[src/rtl/shake_job_arbiter_pkg.sv]
// Shared types and constants for the shake_128 job arbiter.
package shake_job_arbiter_pkg;

    localparam int JOB_W           = 32;
    localparam int DEFAULT_NREQ    = 4;
    localparam int DEFAULT_GAP_CYC = 2;

    typedef enum logic [2:0] {
        ST_IDLE   = 3'd0,
        ST_GRANT  = 3'd1,
        ST_LAUNCH = 3'd2,
        ST_WAIT   = 3'd3,
        ST_DONE   = 3'd4,
        ST_GAP    = 3'd5
    } arb_state_t;

endpackage

[src/rtl/shake_job_arbiter_if.sv]
// Requester job port plus engine job port seen by the arbiter (master) and its environment (slave).
interface shake_job_arbiter_if #(
    parameter int NREQ = 4,
    parameter int ID_W = 2
);
    import shake_job_arbiter_pkg::*;

    logic [NREQ-1:0]       req;
    logic [NREQ*JOB_W-1:0] req_mlen;
    logic [NREQ*JOB_W-1:0] req_olen;
    logic [NREQ*JOB_W-1:0] req_read_adr;
    logic [NREQ*JOB_W-1:0] req_write_adr;
    logic [NREQ-1:0]       ack;
    logic [NREQ-1:0]       req_done;
    logic                  busy;
    logic [ID_W-1:0]       cur_id;
    logic                  shk_en;
    logic [JOB_W-1:0]      shk_mlen;
    logic [JOB_W-1:0]      shk_olen;
    logic [JOB_W-1:0]      shk_read_adr;
    logic [JOB_W-1:0]      shk_write_adr;
    logic                  shk_done;

    modport master (
        input  req, req_mlen, req_olen, req_read_adr, req_write_adr, shk_done,
        output ack, req_done, busy, cur_id,
        output shk_en, shk_mlen, shk_olen, shk_read_adr, shk_write_adr
    );

    modport slave (
        output req, req_mlen, req_olen, req_read_adr, req_write_adr, shk_done,
        input  ack, req_done, busy, cur_id,
        input  shk_en, shk_mlen, shk_olen, shk_read_adr, shk_write_adr
    );

endinterface

[src/rtl/shake_job_arbiter_rr_pick.sv]
// Combinational round-robin pick: first set request at or after ptr, wrapping past NREQ-1 to 0.
module rr_pick
    import shake_job_arbiter_pkg::*;
#(
    parameter int NREQ = 4,
    parameter int ID_W = 2
) (
    input  logic [NREQ-1:0] req,
    input  logic [ID_W-1:0] ptr,
    output logic            valid,
    output logic [ID_W-1:0] id
);

    logic [ID_W-1:0] idx;

    // Scan farthest-from-pointer first so the closest set request wins last.
    always_comb begin
        valid = 1'b0;
        id    = '0;
        idx   = '0;
        for (int k = NREQ - 1; k >= 0; k--) begin
            idx = ID_W'((int'(ptr) + k) % NREQ);
            if (req[idx]) begin
                valid = 1'b1;
                id    = idx;
            end
        end
    end

endmodule

[src/rtl/shake_job_arbiter.sv]
// Round-robin arbiter sharing one shake_128 engine between NREQ job requesters.
// Define SHAKE_ARB_PERF_EN to add the perf_busy_cyc / perf_jobs counters.
module shake_job_arbiter
    import shake_job_arbiter_pkg::*;
#(
    parameter int NREQ    = DEFAULT_NREQ,
    parameter int ID_W    = 2,
    parameter int GAP_CYC = DEFAULT_GAP_CYC
) (
    input  logic                clk,
    input  logic                rst,
    shake_job_arbiter_if.master bus
`ifdef SHAKE_ARB_PERF_EN
    ,
    output logic [31:0]         perf_busy_cyc,
    output logic [31:0]         perf_jobs
`endif
);

    localparam logic [15:0] GAP_LOAD = 16'(GAP_CYC);

    arb_state_t       state;
    arb_state_t       next_state;
    logic [ID_W-1:0]  rr_ptr;
    logic [ID_W-1:0]  cur_id;
    logic [ID_W-1:0]  pick_id;
    logic             pick_valid;
    logic [15:0]      gap_cnt;
    logic [JOB_W-1:0] mlen_q;
    logic [JOB_W-1:0] olen_q;
    logic [JOB_W-1:0] radr_q;
    logic [JOB_W-1:0] wadr_q;
    logic [NREQ-1:0]  ack_vec;
    logic [NREQ-1:0]  done_vec;
    logic             shk_en;
    logic             busy;

    rr_pick #(
        .NREQ (NREQ),
        .ID_W (ID_W)
    ) u_pick (
        .req   (bus.req),
        .ptr   (rr_ptr),
        .valid (pick_valid),
        .id    (pick_id)
    );

    always_ff @(posedge clk) begin
        if (rst) begin
            state <= ST_IDLE;
        end else begin
            state <= next_state;
        end
    end

    // Zero-length digests skip the engine entirely but still drain through GAP.
    always_comb begin
        next_state = state;
        unique case (state)
            ST_IDLE:   if (pick_valid && gap_cnt == '0) next_state = ST_GRANT;
            ST_GRANT:  next_state = (olen_q == '0) ? ST_DONE : ST_LAUNCH;
            ST_LAUNCH: next_state = ST_WAIT;
            ST_WAIT:   if (bus.shk_done) next_state = ST_DONE;
            ST_DONE:   next_state = ST_GAP;
            ST_GAP:    if (gap_cnt <= 16'd1) next_state = ST_IDLE;
            default:   next_state = ST_IDLE;
        endcase
    end

    always_ff @(posedge clk) begin
        if (rst) begin
            rr_ptr  <= '0;
            cur_id  <= '0;
            gap_cnt <= '0;
            mlen_q  <= '0;
            olen_q  <= '0;
            radr_q  <= '0;
            wadr_q  <= '0;
        end else begin
            if (state == ST_IDLE && next_state == ST_GRANT) begin
                cur_id <= pick_id;
                mlen_q <= bus.req_mlen[int'(pick_id) * JOB_W +: JOB_W];
                olen_q <= bus.req_olen[int'(pick_id) * JOB_W +: JOB_W];
                radr_q <= bus.req_read_adr[int'(pick_id) * JOB_W +: JOB_W];
                wadr_q <= bus.req_write_adr[int'(pick_id) * JOB_W +: JOB_W];
            end
            // Pointer moves past the finished requester so a re-raised req queues behind others.
            if (state == ST_DONE) begin
                rr_ptr  <= (cur_id == ID_W'(NREQ - 1)) ? '0 : cur_id + 1'b1;
                gap_cnt <= GAP_LOAD;
            end else if (state == ST_GAP && gap_cnt != '0) begin
                gap_cnt <= gap_cnt - 1'b1;
            end
        end
    end

    always_comb begin
        ack_vec  = '0;
        done_vec = '0;
        if (state == ST_GRANT) ack_vec[cur_id] = 1'b1;
        if (state == ST_DONE) done_vec[cur_id] = 1'b1;
        shk_en = (state == ST_LAUNCH);
        busy   = (state == ST_GRANT) || (state == ST_LAUNCH) ||
                 (state == ST_WAIT)  || (state == ST_DONE);
    end

    assign bus.ack           = ack_vec;
    assign bus.req_done      = done_vec;
    assign bus.busy          = busy;
    assign bus.cur_id        = cur_id;
    assign bus.shk_en        = shk_en;
    assign bus.shk_mlen      = mlen_q;
    assign bus.shk_olen      = olen_q;
    assign bus.shk_read_adr  = radr_q;
    assign bus.shk_write_adr = wadr_q;

`ifdef SHAKE_ARB_PERF_EN
    always_ff @(posedge clk) begin
        if (rst) begin
            perf_busy_cyc <= '0;
            perf_jobs     <= '0;
        end else begin
            if (busy && perf_busy_cyc != '1) perf_busy_cyc <= perf_busy_cyc + 1'b1;
            if (state == ST_DONE && perf_jobs != '1) perf_jobs <= perf_jobs + 1'b1;
        end
    end
`endif

endmodule

[src/flat_wrapper.sv]
// flat-port wrapper written by rule: the top's interface ports become plain ports
module shake_job_arbiter_flat import shake_job_arbiter_pkg::*;
#(
    parameter int NREQ    = DEFAULT_NREQ,
    parameter int ID_W    = 2,
    parameter int GAP_CYC = DEFAULT_GAP_CYC
)
  (clk, rst, bus_req, bus_req_mlen, bus_req_olen, bus_req_read_adr, bus_req_write_adr, bus_shk_done, bus_ack, bus_req_done, bus_busy, bus_cur_id, bus_shk_en, bus_shk_mlen, bus_shk_olen, bus_shk_read_adr, bus_shk_write_adr);
  shake_job_arbiter_if #(.NREQ(NREQ), .ID_W(ID_W)) bus_i ();
  input  logic clk;
  input  logic rst;
  input wire logic [$bits(bus_i.req)-1:0] bus_req;
  input wire logic [$bits(bus_i.req_mlen)-1:0] bus_req_mlen;
  input wire logic [$bits(bus_i.req_olen)-1:0] bus_req_olen;
  input wire logic [$bits(bus_i.req_read_adr)-1:0] bus_req_read_adr;
  input wire logic [$bits(bus_i.req_write_adr)-1:0] bus_req_write_adr;
  input wire logic [$bits(bus_i.shk_done)-1:0] bus_shk_done;
  output wire logic [$bits(bus_i.ack)-1:0] bus_ack;
  output wire logic [$bits(bus_i.req_done)-1:0] bus_req_done;
  output wire logic [$bits(bus_i.busy)-1:0] bus_busy;
  output wire logic [$bits(bus_i.cur_id)-1:0] bus_cur_id;
  output wire logic [$bits(bus_i.shk_en)-1:0] bus_shk_en;
  output wire logic [$bits(bus_i.shk_mlen)-1:0] bus_shk_mlen;
  output wire logic [$bits(bus_i.shk_olen)-1:0] bus_shk_olen;
  output wire logic [$bits(bus_i.shk_read_adr)-1:0] bus_shk_read_adr;
  output wire logic [$bits(bus_i.shk_write_adr)-1:0] bus_shk_write_adr;
  assign bus_i.req = bus_req;
  assign bus_i.req_mlen = bus_req_mlen;
  assign bus_i.req_olen = bus_req_olen;
  assign bus_i.req_read_adr = bus_req_read_adr;
  assign bus_i.req_write_adr = bus_req_write_adr;
  assign bus_i.shk_done = bus_shk_done;
  assign bus_ack = bus_i.ack;
  assign bus_req_done = bus_i.req_done;
  assign bus_busy = bus_i.busy;
  assign bus_cur_id = bus_i.cur_id;
  assign bus_shk_en = bus_i.shk_en;
  assign bus_shk_mlen = bus_i.shk_mlen;
  assign bus_shk_olen = bus_i.shk_olen;
  assign bus_shk_read_adr = bus_i.shk_read_adr;
  assign bus_shk_write_adr = bus_i.shk_write_adr;
  shake_job_arbiter #(.NREQ(NREQ), .ID_W(ID_W), .GAP_CYC(GAP_CYC)) u_core (.clk(clk), .rst(rst), .bus(bus_i));
endmodule
[config.mk]
export PLATFORM = sky130hd
export DESIGN_NAME = shake_job_arbiter_flat
export DESIGN_NICKNAME = d
export VERILOG_FILES = /design/src/rtl/shake_job_arbiter_pkg.sv /design/src/rtl/shake_job_arbiter_if.sv /design/src/rtl/shake_job_arbiter_rr_pick.sv /design/src/rtl/shake_job_arbiter.sv /design/src/flat_wrapper.sv
export SDC_FILE = /design/constraint.sdc
export NUM_CORES = 1
export LEC_CHECK = 0
export BUFFER_PORTS_ARGS = -buffer_cell sky130_fd_sc_hd__buf_2
export CAP_MARGIN = 20
export CORE_AREA = 2 2 253 255
export CTS_CLUSTER_DIAMETER = 150
export CTS_CLUSTER_SIZE = 14
export DETAILED_ROUTE_END_ITERATION = 16
export DIE_AREA = 0 0 255 257
export PLACE_DENSITY = 0.46
export SLEW_MARGIN = 10
export SYNTH_ARGS = -nofsm -noshare
export SYNTH_HDL_FRONTEND = slang
export SYNTH_HIERARCHICAL = 1
export SYNTH_SLANG_ARGS = --single-unit
export TNS_END_PERCENT = 30
[constraint.sdc]
create_clock -name clk -period 3.7 [get_ports clk]
set_clock_uncertainty 0.2 [all_clocks]
set_input_delay 0.37 -clock clk [delete_from_list [all_inputs] [get_ports clk]]
set_output_delay 0.37 -clock clk [all_outputs]
set_load 0.01 [all_outputs]
==> results.cfg <==
[synthesis]
synth_top_cell_area_share = 0.300
synth_largest_area_cell = dfxtp_1
ys_seq_area_frac = 0.300
synth.cell_area_um2 = 10100
syn_avg_cell_area_um2 = 10.9
synth_edf_count = 0
synthFlopType = dfxtp_1
yosysWarnings = 6
syn_nets = 1454
ys_types = 47
synth_cells = 928
ys_ff_latch = 151
ys_top_cells_by_area = dfxtp_1, mux4_2, nand2_1
postSynth.asyncResetShare = 0

[power_and_ir_drop]
clkPwrFrac = 0.272
powerDensity_nw_per_um2 = 433
power_uw = 6410
pwr-share-comb = 0.386
ir_drop_mv = 0.381
p_leak_uw = 0.00652
seqPwrFrac = 0.342
cell_internal_pwr_uw = 4020
p_switching_uw = 2390
p_sw_frac = 0.373

[clock_tree]
clock_latency_ns = 0.46
clock_path_buffers = 2
clk_pin_slew_ns = 0.07
clock_sinks = 151
cts-root-buf = clkbuf_16
cts_setup_buffers = 0
hold_buffers = 0
cts_buffers = 17
cts_tree = built
post_cts_resized = 0
ctsHtreeMaxLevel = 4

[sta]
finalSetupTns_ns = 0
post-route-min-period_ns = 3.00
rsz0062_at_grt = no
tightest_slew_ns = 1.22
final_max_slew_viol_count = 0
fmax_ghz = 0.334
finalSetupViolations = 0
post-route-period-util = 0.810
finalHoldViolCount = 0
setup_ws_ns = 0.702
maxSlewHeadroom = 0.185

[placement]
port_buffers = 658
gp_congestion = 0.953
placed_cell_area_um2 = 14200
post-place-ws_ns = 0.886
dp_hpwl_um = 38300

[setup_path]
crit_fanout = 11
worstPathArrival_ns = 2.43
end_kind = primary output
start_kind = flop
cp.required_ns = 3.13
worstSetupPathType = reg2out

[detailed_routing]
drc = 0
detail-route-antenna-nets = 0
num_vias = 10400
vias_per_cell = 4.36
drt_first_pass_iters = 5
wire_per_inst_um = 19.9
drt_iter0_markers = 481
drt-total-wl_um = 47600

[die]
dieWidth_um = 255
boundaryPins = 659
fp-row-count = 92
die_h_um = 257
core_area_um2 = 62700
dieArea_um2 = 65500
start_util = 0.161

[status]
status = finished clean

[layout]
fin_area_um2 = 14800
layout.nets = 2049
layout_commonest_cell = buf_2
final_cell_mix = buf_2, nand2_1, dfxtp_1, mux4_2, mux2i_1
drive_above_1_share = 0.583
area.growth.synth_to_final_pct = 47.0

[global_routing]
grt_pass1_wl_um = 66900
grtUsageTotal = 0.139
grt_pass1_vias = 10700
antenna_found_initial = 9
grt_overflow_total = 0
grt_max_degree = 130

[worst_hold_path]
hold_path_class = in2reg

[flow_run]
cap_violations = 0
## layer usage
layer  wire [µm]  share of wire  up-vias  GRT usage
li1            -              -     4777          -
met1       17700           0.37     5079      0.146
met2       25100           0.53      500      0.263
met3        3270          0.069       47     0.0337
met4        1500          0.032        2     0.0564
met5          10        0.00021        -          0
## path summary, 6_finish.rpt
kind / start / end / slack, ns / depth (start not counted)
setup / recovery: u_core/state[0] / bus_ack[1] / 0.70 / 3
setup reg to reg: u_core/gap_cnt[10] / u_core/bus.shk_olen[6] / 0.79 / 5
hold reg to reg: u_core/bus.shk_mlen[14] / u_core/bus.shk_mlen[14] / 0.26 / 2
hold / removal: bus_shk_done / u_core/state[1] / 0.08 / 4
## synthesized netlist by cell type, drive strengths merged, types with 7 or more instances
| cell | n |
|---|---|
| buf | 52 |
| and2 | 9 |
| dfxtp | 151 |
| nor4 | 83 |
| mux4 | 128 |
| or3 | 16 |
| ha | 7 |
| nand2 | 208 |
| clkbuf | 51 |
| a31o | 69 |
| nor2 | 11 |
| mux2i | 73 |
## sequential cells by signal, indices dropped and copies added, names as in the netlist
| signal | flops |
|---|---|
| u_core/bus.shk_write_adr | 32 |
| u_core/rr_ptr | 2 |
| u_core/gap_cnt | 16 |
| u_core/bus.cur_id | 2 |
| u_core/state | 3 |
| u_core/bus.shk_olen | 32 |
| u_core/bus.shk_mlen | 32 |
| u_core/bus.shk_read_adr | 32 |
## worst max-delay path, stage by stage (launching register included)
cell	delay (ns)
dfxtp_1	0.60
nor3b_1	0.98
and2_1	0.25
buf_2	0.13
## final cells by class
type	instances	area, µm²
multi-input combinational	668	6560
antenna	6	15.0
clock inverter	15	144
tap	846	1060
inverter	6	30.0
clock buffer	17	425
fill	6868	47900
timing repair buffer	679	3560
sequential	151	3020
## cell families after synthesis
kind of cell,share of synthesized area
DFF,0.300
AOI/OAI and AO/OA,0.0804
buffers and inverters,0.0534
muxes,0.358
adders and majority gates,0.00869
and+or+nand+nor,0.199
xor gates and xnor gates,0.000869
## power groups by stage
| stage | Sequential (µW) | Clock (µW) | Combinational [µW] |
|---|---|---|---|
| 2_1_floorplan | 2290 | 0 | 1320 |
| 3_3_place_gp | 2240 | 0 | 2490 |
| 3_5_place_dp | 2240 | 0 | 2520 |
| 4_1_cts | 2210 | 1850 | 2520 |
| 5_1_grt | 2240 | 1910 | 2660 |
| 6_report | 2190 | 1750 | 2470 |
## stage by stage
step                std cells  hold slack [ns]  utilization
CTS                      2382           0.0196        0.236
floorplan                 928            0.243            -
detailed placement       2350            0.251        0.227
global placement         2350            0.243        0.227
finish                   2388           0.0823        0.236
global route             2385           0.0798        0.236
Note: power is estimated with default switching activity, not from simulation.
